`config.mk`:
```
export PLATFORM = sky130hd
export DESIGN_NAME = ddr_pattern_tx
export DESIGN_NICKNAME = d
export VERILOG_FILES = /design/src/rtl/ddr_tx_pkg.sv /design/src/rtl/ddr_tick_gen.sv /design/src/rtl/ddr_pattern_tx.sv
export SDC_FILE = /design/constraint.sdc
export NUM_CORES = 1
export LEC_CHECK = 0
export CAP_MARGIN = 25
export CORE_AREA = 2 2 72 101
export CTS_BUF_LIST = sky130_fd_sc_hd__clkbuf_4
export DETAILED_ROUTE_END_ITERATION = 16
export DIE_AREA = 0 0 74 103
export PLACE_DENSITY = 0.9
export SYNTH_ARGS = -nofsm -noshare
export SYNTH_HDL_FRONTEND = slang
export SYNTH_SLANG_ARGS = --single-unit
```
`constraint.sdc`:
```
create_clock -name clk -period 2.45 [get_ports clk]
set_input_delay 0.49 -clock clk [delete_from_list [all_inputs] [get_ports clk]]
set_output_delay 0.49 -clock clk [all_outputs]
set_load 0.01 [all_outputs]
```
`src/rtl/ddr_tx_pkg.sv`:
```
// Shared types and sizing helpers for the DDR pattern serialiser.
package ddr_tx_pkg;

    typedef enum logic [1:0] {
        ST_WARMUP = 2'd0,
        ST_IDLE   = 2'd1,
        ST_SHIFT  = 2'd2
    } tx_state_e;

    function automatic int pairs_of(input int word_w);
        return word_w / 2;
    endfunction

    function automatic int pair_cnt_w(input int word_w);
        return $clog2(word_w / 2 + 1);
    endfunction

endpackage

```
`src/rtl/ddr_tick_gen.sv`:
```
// Runtime-programmable prescaler producing a one-cycle tick every div+1 clocks.
module ddr_tick_gen #(
    parameter int DIV_W = 25
) (
    input  logic             clk,
    input  logic             rst_n,
    input  logic [DIV_W-1:0] div,
    output logic             tick
);

    logic [DIV_W-1:0] cnt_r;
    logic             tick_r;

    // Count up and wrap; >= rather than == so lowering div mid-count ticks at once.
    always_ff @(posedge clk) begin
        if (!rst_n) begin
            cnt_r  <= '0;
            tick_r <= 1'b0;
        end else if (cnt_r >= div) begin
            cnt_r  <= '0;
            tick_r <= 1'b1;
        end else begin
            cnt_r  <= cnt_r + DIV_W'(1);
            tick_r <= 1'b0;
        end
    end

    assign tick = tick_r;

endmodule

```
`src/rtl/ddr_pattern_tx.sv`:
```
// Multi-lane DDR pattern serialiser: double-buffered words go out two bits per
// lane per tick to external ODDR primitives, with warm-up and idle patterns.
module ddr_pattern_tx
    import ddr_tx_pkg::*;
#(
    parameter int   CHANNELS     = 2,
    parameter int   WORD_W       = 8,
    parameter int   DIV_W        = 25,
    parameter int   WARMUP_TICKS = 4,
    parameter logic IDLE_D0      = 1'b0,
    parameter logic IDLE_D1      = 1'b1
) (
    input  logic                       clk,
    input  logic                       rst_n,
    input  logic [DIV_W-1:0]           div,
    input  logic                       in_valid,
    output logic                       in_ready,
    input  logic [CHANNELS*WORD_W-1:0] in_data,
    output logic [CHANNELS-1:0]        ddr_d0,
    output logic [CHANNELS-1:0]        ddr_d1,
    output logic                       tick,
    output logic                       busy,
    output logic                       word_done,
    output logic                       underrun
);

    localparam int PAIRS = pairs_of(WORD_W);
    localparam int PCW   = pair_cnt_w(WORD_W);
    localparam int WCW   = (WARMUP_TICKS > 0) ? $clog2(WARMUP_TICKS + 1) : 1;
    localparam logic [WCW-1:0] WARM_LAST = (WARMUP_TICKS > 0) ? WCW'(WARMUP_TICKS - 1) : '0;

    tx_state_e                 state_r;
    logic [WCW-1:0]            warm_cnt_r;
    logic [PCW-1:0]            pair_cnt_r;
    logic [CHANNELS*WORD_W-1:0] hold_r;
    logic                      hold_full_r;
    logic                      busy_r;
    logic                      word_done_r;
    logic                      underrun_r;

    logic                      tick_s;
    logic                      in_ready_s;
    logic                      load_s;
    logic                      shift_s;
    logic                      idle_s;
    logic                      last_s;

    ddr_tick_gen #(.DIV_W(DIV_W)) u_tick_gen (
        .clk   (clk),
        .rst_n (rst_n),
        .div   (div),
        .tick  (tick_s)
    );

    assign in_ready_s = !hold_full_r && (state_r != ST_WARMUP);

    // Per-tick datapath command decode shared by all lanes.
    always_comb begin
        load_s  = 1'b0;
        shift_s = 1'b0;
        idle_s  = 1'b0;
        last_s  = 1'b0;
        if (tick_s) begin
            case (state_r)
                ST_WARMUP: idle_s = 1'b1;
                ST_IDLE: begin
                    if (hold_full_r) begin
                        load_s = 1'b1;
                    end else begin
                        idle_s = 1'b1;
                    end
                end
                ST_SHIFT: begin
                    if (pair_cnt_r < PCW'(PAIRS)) begin
                        shift_s = 1'b1;
                    end else begin
                        last_s = 1'b1;
                        if (hold_full_r) begin
                            load_s = 1'b1;
                        end else begin
                            idle_s = 1'b1;
                        end
                    end
                end
                default: idle_s = 1'b1;
            endcase
        end else begin
            load_s  = 1'b0;
            shift_s = 1'b0;
        end
    end

    // Control FSM, holding buffer and status strobes.
    always_ff @(posedge clk) begin
        if (!rst_n) begin
            state_r     <= ST_WARMUP;
            warm_cnt_r  <= '0;
            pair_cnt_r  <= '0;
            hold_r      <= '0;
            hold_full_r <= 1'b0;
            busy_r      <= 1'b0;
            word_done_r <= 1'b0;
            underrun_r  <= 1'b0;
        end else begin
            word_done_r <= last_s;
            underrun_r  <= last_s && !hold_full_r;

            // Accept and load never coincide: in_ready is low while the hold is full.
            if (load_s) begin
                hold_full_r <= 1'b0;
            end else if (in_valid && in_ready_s) begin
                hold_r      <= in_data;
                hold_full_r <= 1'b1;
            end

            if (tick_s) begin
                case (state_r)
                    ST_WARMUP: begin
                        if (warm_cnt_r >= WARM_LAST) begin
                            state_r    <= ST_IDLE;
                            warm_cnt_r <= '0;
                        end else begin
                            warm_cnt_r <= warm_cnt_r + WCW'(1);
                        end
                    end
                    ST_IDLE: begin
                        if (hold_full_r) begin
                            state_r    <= ST_SHIFT;
                            pair_cnt_r <= PCW'(1);
                            busy_r     <= 1'b1;
                        end
                    end
                    ST_SHIFT: begin
                        if (pair_cnt_r < PCW'(PAIRS)) begin
                            pair_cnt_r <= pair_cnt_r + PCW'(1);
                        end else if (hold_full_r) begin
                            pair_cnt_r <= PCW'(1);
                        end else begin
                            state_r    <= ST_IDLE;
                            pair_cnt_r <= '0;
                            busy_r     <= 1'b0;
                        end
                    end
                    default: begin
                        state_r    <= ST_WARMUP;
                        warm_cnt_r <= '0;
                        pair_cnt_r <= '0;
                        busy_r     <= 1'b0;
                    end
                endcase
            end
        end
    end

    for (genvar c = 0; c < CHANNELS; c++) begin : g_lane
        logic [WORD_W-1:0] word_s;
        logic [WORD_W-1:0] sh_r;
        logic              d0_r;
        logic              d1_r;

        assign word_s = hold_r[c*WORD_W +: WORD_W];

        // Lane shifter: pair 0 comes straight from the hold, later pairs LSB-first.
        always_ff @(posedge clk) begin
            if (!rst_n) begin
                sh_r <= '0;
                d0_r <= IDLE_D0;
                d1_r <= IDLE_D1;
            end else if (load_s) begin
                sh_r <= word_s >> 2'd2;
                d0_r <= word_s[0];
                d1_r <= word_s[1];
            end else if (shift_s) begin
                sh_r <= sh_r >> 2'd2;
                d0_r <= sh_r[0];
                d1_r <= sh_r[1];
            end else if (idle_s) begin
                d0_r <= IDLE_D0;
                d1_r <= IDLE_D1;
            end
        end

        assign ddr_d0[c] = d0_r;
        assign ddr_d1[c] = d1_r;
    end

    assign in_ready  = in_ready_s;
    assign tick      = tick_s;
    assign busy      = busy_r;
    assign word_done = word_done_r;
    assign underrun  = underrun_r;

endmodule

```
==> summary by stage <==
Synthesis
The cell count after synthesis came out at 449. After synthesis the netlist holds a flip-flop and latch count of 70. The part of the Yosys area used for sequential elements is 0.381. Counting flops with a built-in enable in the synthesized netlist gives 0. The mapped netlist covers 0.00368 mm². Of all flip-flops after synthesis, the portion carrying an async set or reset was 0.

The leading register cell type out of synthesis is sky130_fd_sc_hd__dfxtp_1. Synthesis produced a netlist with a net count of 526. The average cell area after synthesis is 8.20 µm².

For this run, the number of Yosys warnings is 0. In this run, distinct cell masters in the synthesized netlist total 44.

STA
The number of pins with negative max-slew slack in the final report was 0. The total count of hold-check failures in the final report is 0. The setup-violating endpoint count in the final report is 0. On the final layout, the worst clock skew is 19.2 ps. Setup repair after global routing left no endpoint under its margin. The clock period minus worst slack is 2340 ps. At the pin with the least slew margin, the transition time is 737 ps. The final-layout setup total negative slack is 0 ps. Static timing analysis puts the maximum clock frequency at 427 MHz.

The period utilization is 0.957. The worst pin sits at a relative slew slack of 0.506.

Floorplan
The number of top-level pins is 53. The width of the die is 74 µm. The die covers 0.00762 mm². In this run the core area contains 36 standard-cell rows. The height of the die is 103 µm. The initial standard-cell utilization of the core is 0.541. The core outline area is 0.00680 mm².

Cells and area
Fill cells in the final layout number 541. The top cell types in the final layout, fill and taps aside, are 72 x sky130_fd_sc_hd__nand2_1, 69 x sky130_fd_sc_hd__dfxtp_1, 52 x sky130_fd_sc_hd__clkdlybuf4s50_1. Across the whole layout, storage elements account for 0.00140 mm². The repair_antennas step left the layout with diodes totalling 0. The most frequent standard cell in the layout excluding fill and tap cells is sky130_fd_sc_hd__nand2_1. The area taken by multi-input logic gates is 0.00205 mm². The area growth from synthesis to layout is 20.8%. The share of final-layout standard cells stronger than drive strength 1 is 0.0927. The net count of the finished layout is 580.

The core occupancy in the finished layout is 0.654. The count of cells in the finished layout, fillers not included, comes to 602.

Min path
The worst hold path begins at hold_r[9]. The class of the tightest hold or removal check is flop to flop.

CTS
The clock reaches the later pin of the worst-skew pair after 420 ps. Post-CTS timing repair inserted 0 buffers for setup. The number of buffers inserted during clock tree synthesis is 9.

TritonCTS built the clock tree. Clock-pin slew was measured on the worst setup and hold paths at 120 ps. The clock net in this run drives a total of 70 sinks. For this design, the CTS-stage hold fixing added 0 buffers. The clock root buffer master is sky130_fd_sc_hd__clkbuf_4. The longest clock path from root to sink contains 2 buffers. The count of H-tree levels built during CTS is 3.

Drt
The first detailed-routing pass took 4 iterations. The first routing iteration left 176 violations. After detailed routing, the number of remaining DRC violations is 0. The average wire per standard cell is 13.3 µm. The total wire length is 8000 µm. The total number of vias is 3226. The detail route stage leaves a number of antenna-violating nets equal to 0. Using the TritonRoute via totals, the vias-per-cell ratio works out to 5.36.

Global routing
The first-pass GRT wire length is 13600 µm. The total grt overflow is 0. The global-route usage over all layers is 0.228. The number of antenna violations at the first check in global routing came to 0. The number of global-route vias before repair is 3287. The maximum number of pins on one net before global-route repair is 44.

Critical path
The critical path class is flop to output pin. The launch point of the worst reg-to-reg path is state_r[1]. Grouping stages by cell kind, the critical path spends the most delay in buffers and inverters. The startpoint class of the critical path is a flop. The worst endpoint required time is 1960 ps. On the critical path, the stage with the largest delay is an instance of sky130_fd_sc_hd__clkdlybuf4s50_1.

In this run the worst setup path begins at state_r[0]. The critical path goes through inv_1 -> ha_1 -> nor2_4 -> clkdlybuf4s50_1. The worst setup path is captured at an output pin. For the worst setup path, the data arrival time is 1850 ps. On the worst path, the slowest cell contributes a delay of 560 ps. The number of buffers and inverters on the critical path is 2. In this run the worst path has a maximum fanout of 4.

Placement
The final estimated routing congestion in global placement is 0.850. The estimated wirelength of the detail-placed design is 5810 µm. The number of placed instances with taps included is 587. The total of buffers placed on input and output ports is 52.

Power
The overall power consumption is 0.00200 W. Dividing total power by cell area gives a power density of 450 mW/mm². For this design the static power due to leakage is 1.74 nW. Across the VDD grid, the largest voltage drop is 0.459 mV.

Status
The run finished with clean final reports.

Job
The tool flagged a number of max-cap violations equal to 0.
[routing by layer]
layer	track usage	vias up	routed length, µm
li1	-	1643	-
met2	0.409	101	4140
met5	0	-	0
met4	0.116	0	250
met3	0.0469	24	376
met1	0.250	1458	3230
[through the flow]
stage	hold slack (ps)	cell area (µm²)	setup slack [ps]
after floorplan	432	3680	320
after global routing	488	4450	11.3
after detailed placement	449	4310	-255
final	465	4450	106
after CTS	465	4440	5.45
after global placement	444	4310	-152
[cell type report]
cell class | instances | area share
multi-input combinational | 323 | 0.460
tap | 95 | 0.0267
inverter | 37 | 0.0312
clock inverter | 6 | 0.0144
timing repair buffer | 62 | 0.137
sequential | 70 | 0.316
clock buffer | 9 | 0.0152
[logic make-up after synthesis]
| group | after synthesis | share of synthesized area |
|---|---|---|
| adder cells (fa/ha/maj) | 33 | 0.112 |
| AO/OA/AOI/OAI | 73 | 0.130 |
| flip-flops | 70 | 0.381 |
| AND/OR/NAND/NOR | 193 | 0.255 |
| multiplexers | 1 | 0.00272 |
| XOR/XNOR | 23 | 0.0547 |
| buffers and inverters | 56 | 0.0656 |
[flip-flops by register name, indices dropped and copies added, names as in the netlist, 2 cells and up]
signal and cells:
g_lane.d1_r 2, state_r 2, pair_cnt_r 3, g_lane.d0_r 2, warm_cnt_r 3, g_lane.sh_r 12
hold_r 16, u_tick_gen.cnt_r 25
[path summary, 6_finish.rpt]
path / to / slack, ps / cells after the start
max: in_ready / 110 / 4
min: hold_r[9] / 460 / 2
max reg2reg: g_lane[0].d1_r / 360 / 7
min reg2reg: hold_r[9] / 460 / 2
[cells in the mapped netlist, types with 10 or more instances]
master | instances | area share
sky130_fd_sc_hd__nor2_1 | 40 | 0.041
sky130_fd_sc_hd__xor2_1 | 16 | 0.038
sky130_fd_sc_hd__clkbuf_1 | 12 | 0.012
sky130_fd_sc_hd__inv_1 | 35 | 0.036
sky130_fd_sc_hd__nand2_1 | 72 | 0.073
sky130_fd_sc_hd__nand4_1 | 12 | 0.020
sky130_fd_sc_hd__a21oi_1 | 42 | 0.057
sky130_fd_sc_hd__nand3_1 | 28 | 0.038
sky130_fd_sc_hd__nor3_1 | 10 | 0.014
sky130_fd_sc_hd__ha_1 | 33 | 0.11
sky130_fd_sc_hd__dfxtp_1 | 70 | 0.38
sky130_fd_sc_hd__nor2_2 | 11 | 0.019
[report_power, final]
group	switching [W]	leakage [nW]	total, W	internal, W
sequential	0.00000699	0.565	0.00115	0.00114
combinational	0.0000641	1.12	0.000154	0.0000902
clock	0.000395	0.0577	0.000696	0.000301
[tightest hold or removal path, stage by stage, from the launching register on]
cell and delay, ps:
sky130_fd_sc_hd__dfxtp_1 320, sky130_fd_sc_hd__nand2_1 50, sky130_fd_sc_hd__a21oi_1 50
[what timing repair did]
item	CTS	global route
resized for setup	1	2
pin swaps	0	0
setup endpoints to repair	1	1
hold endpoints to repair	0	0
(Power assumes the default switching activity.)
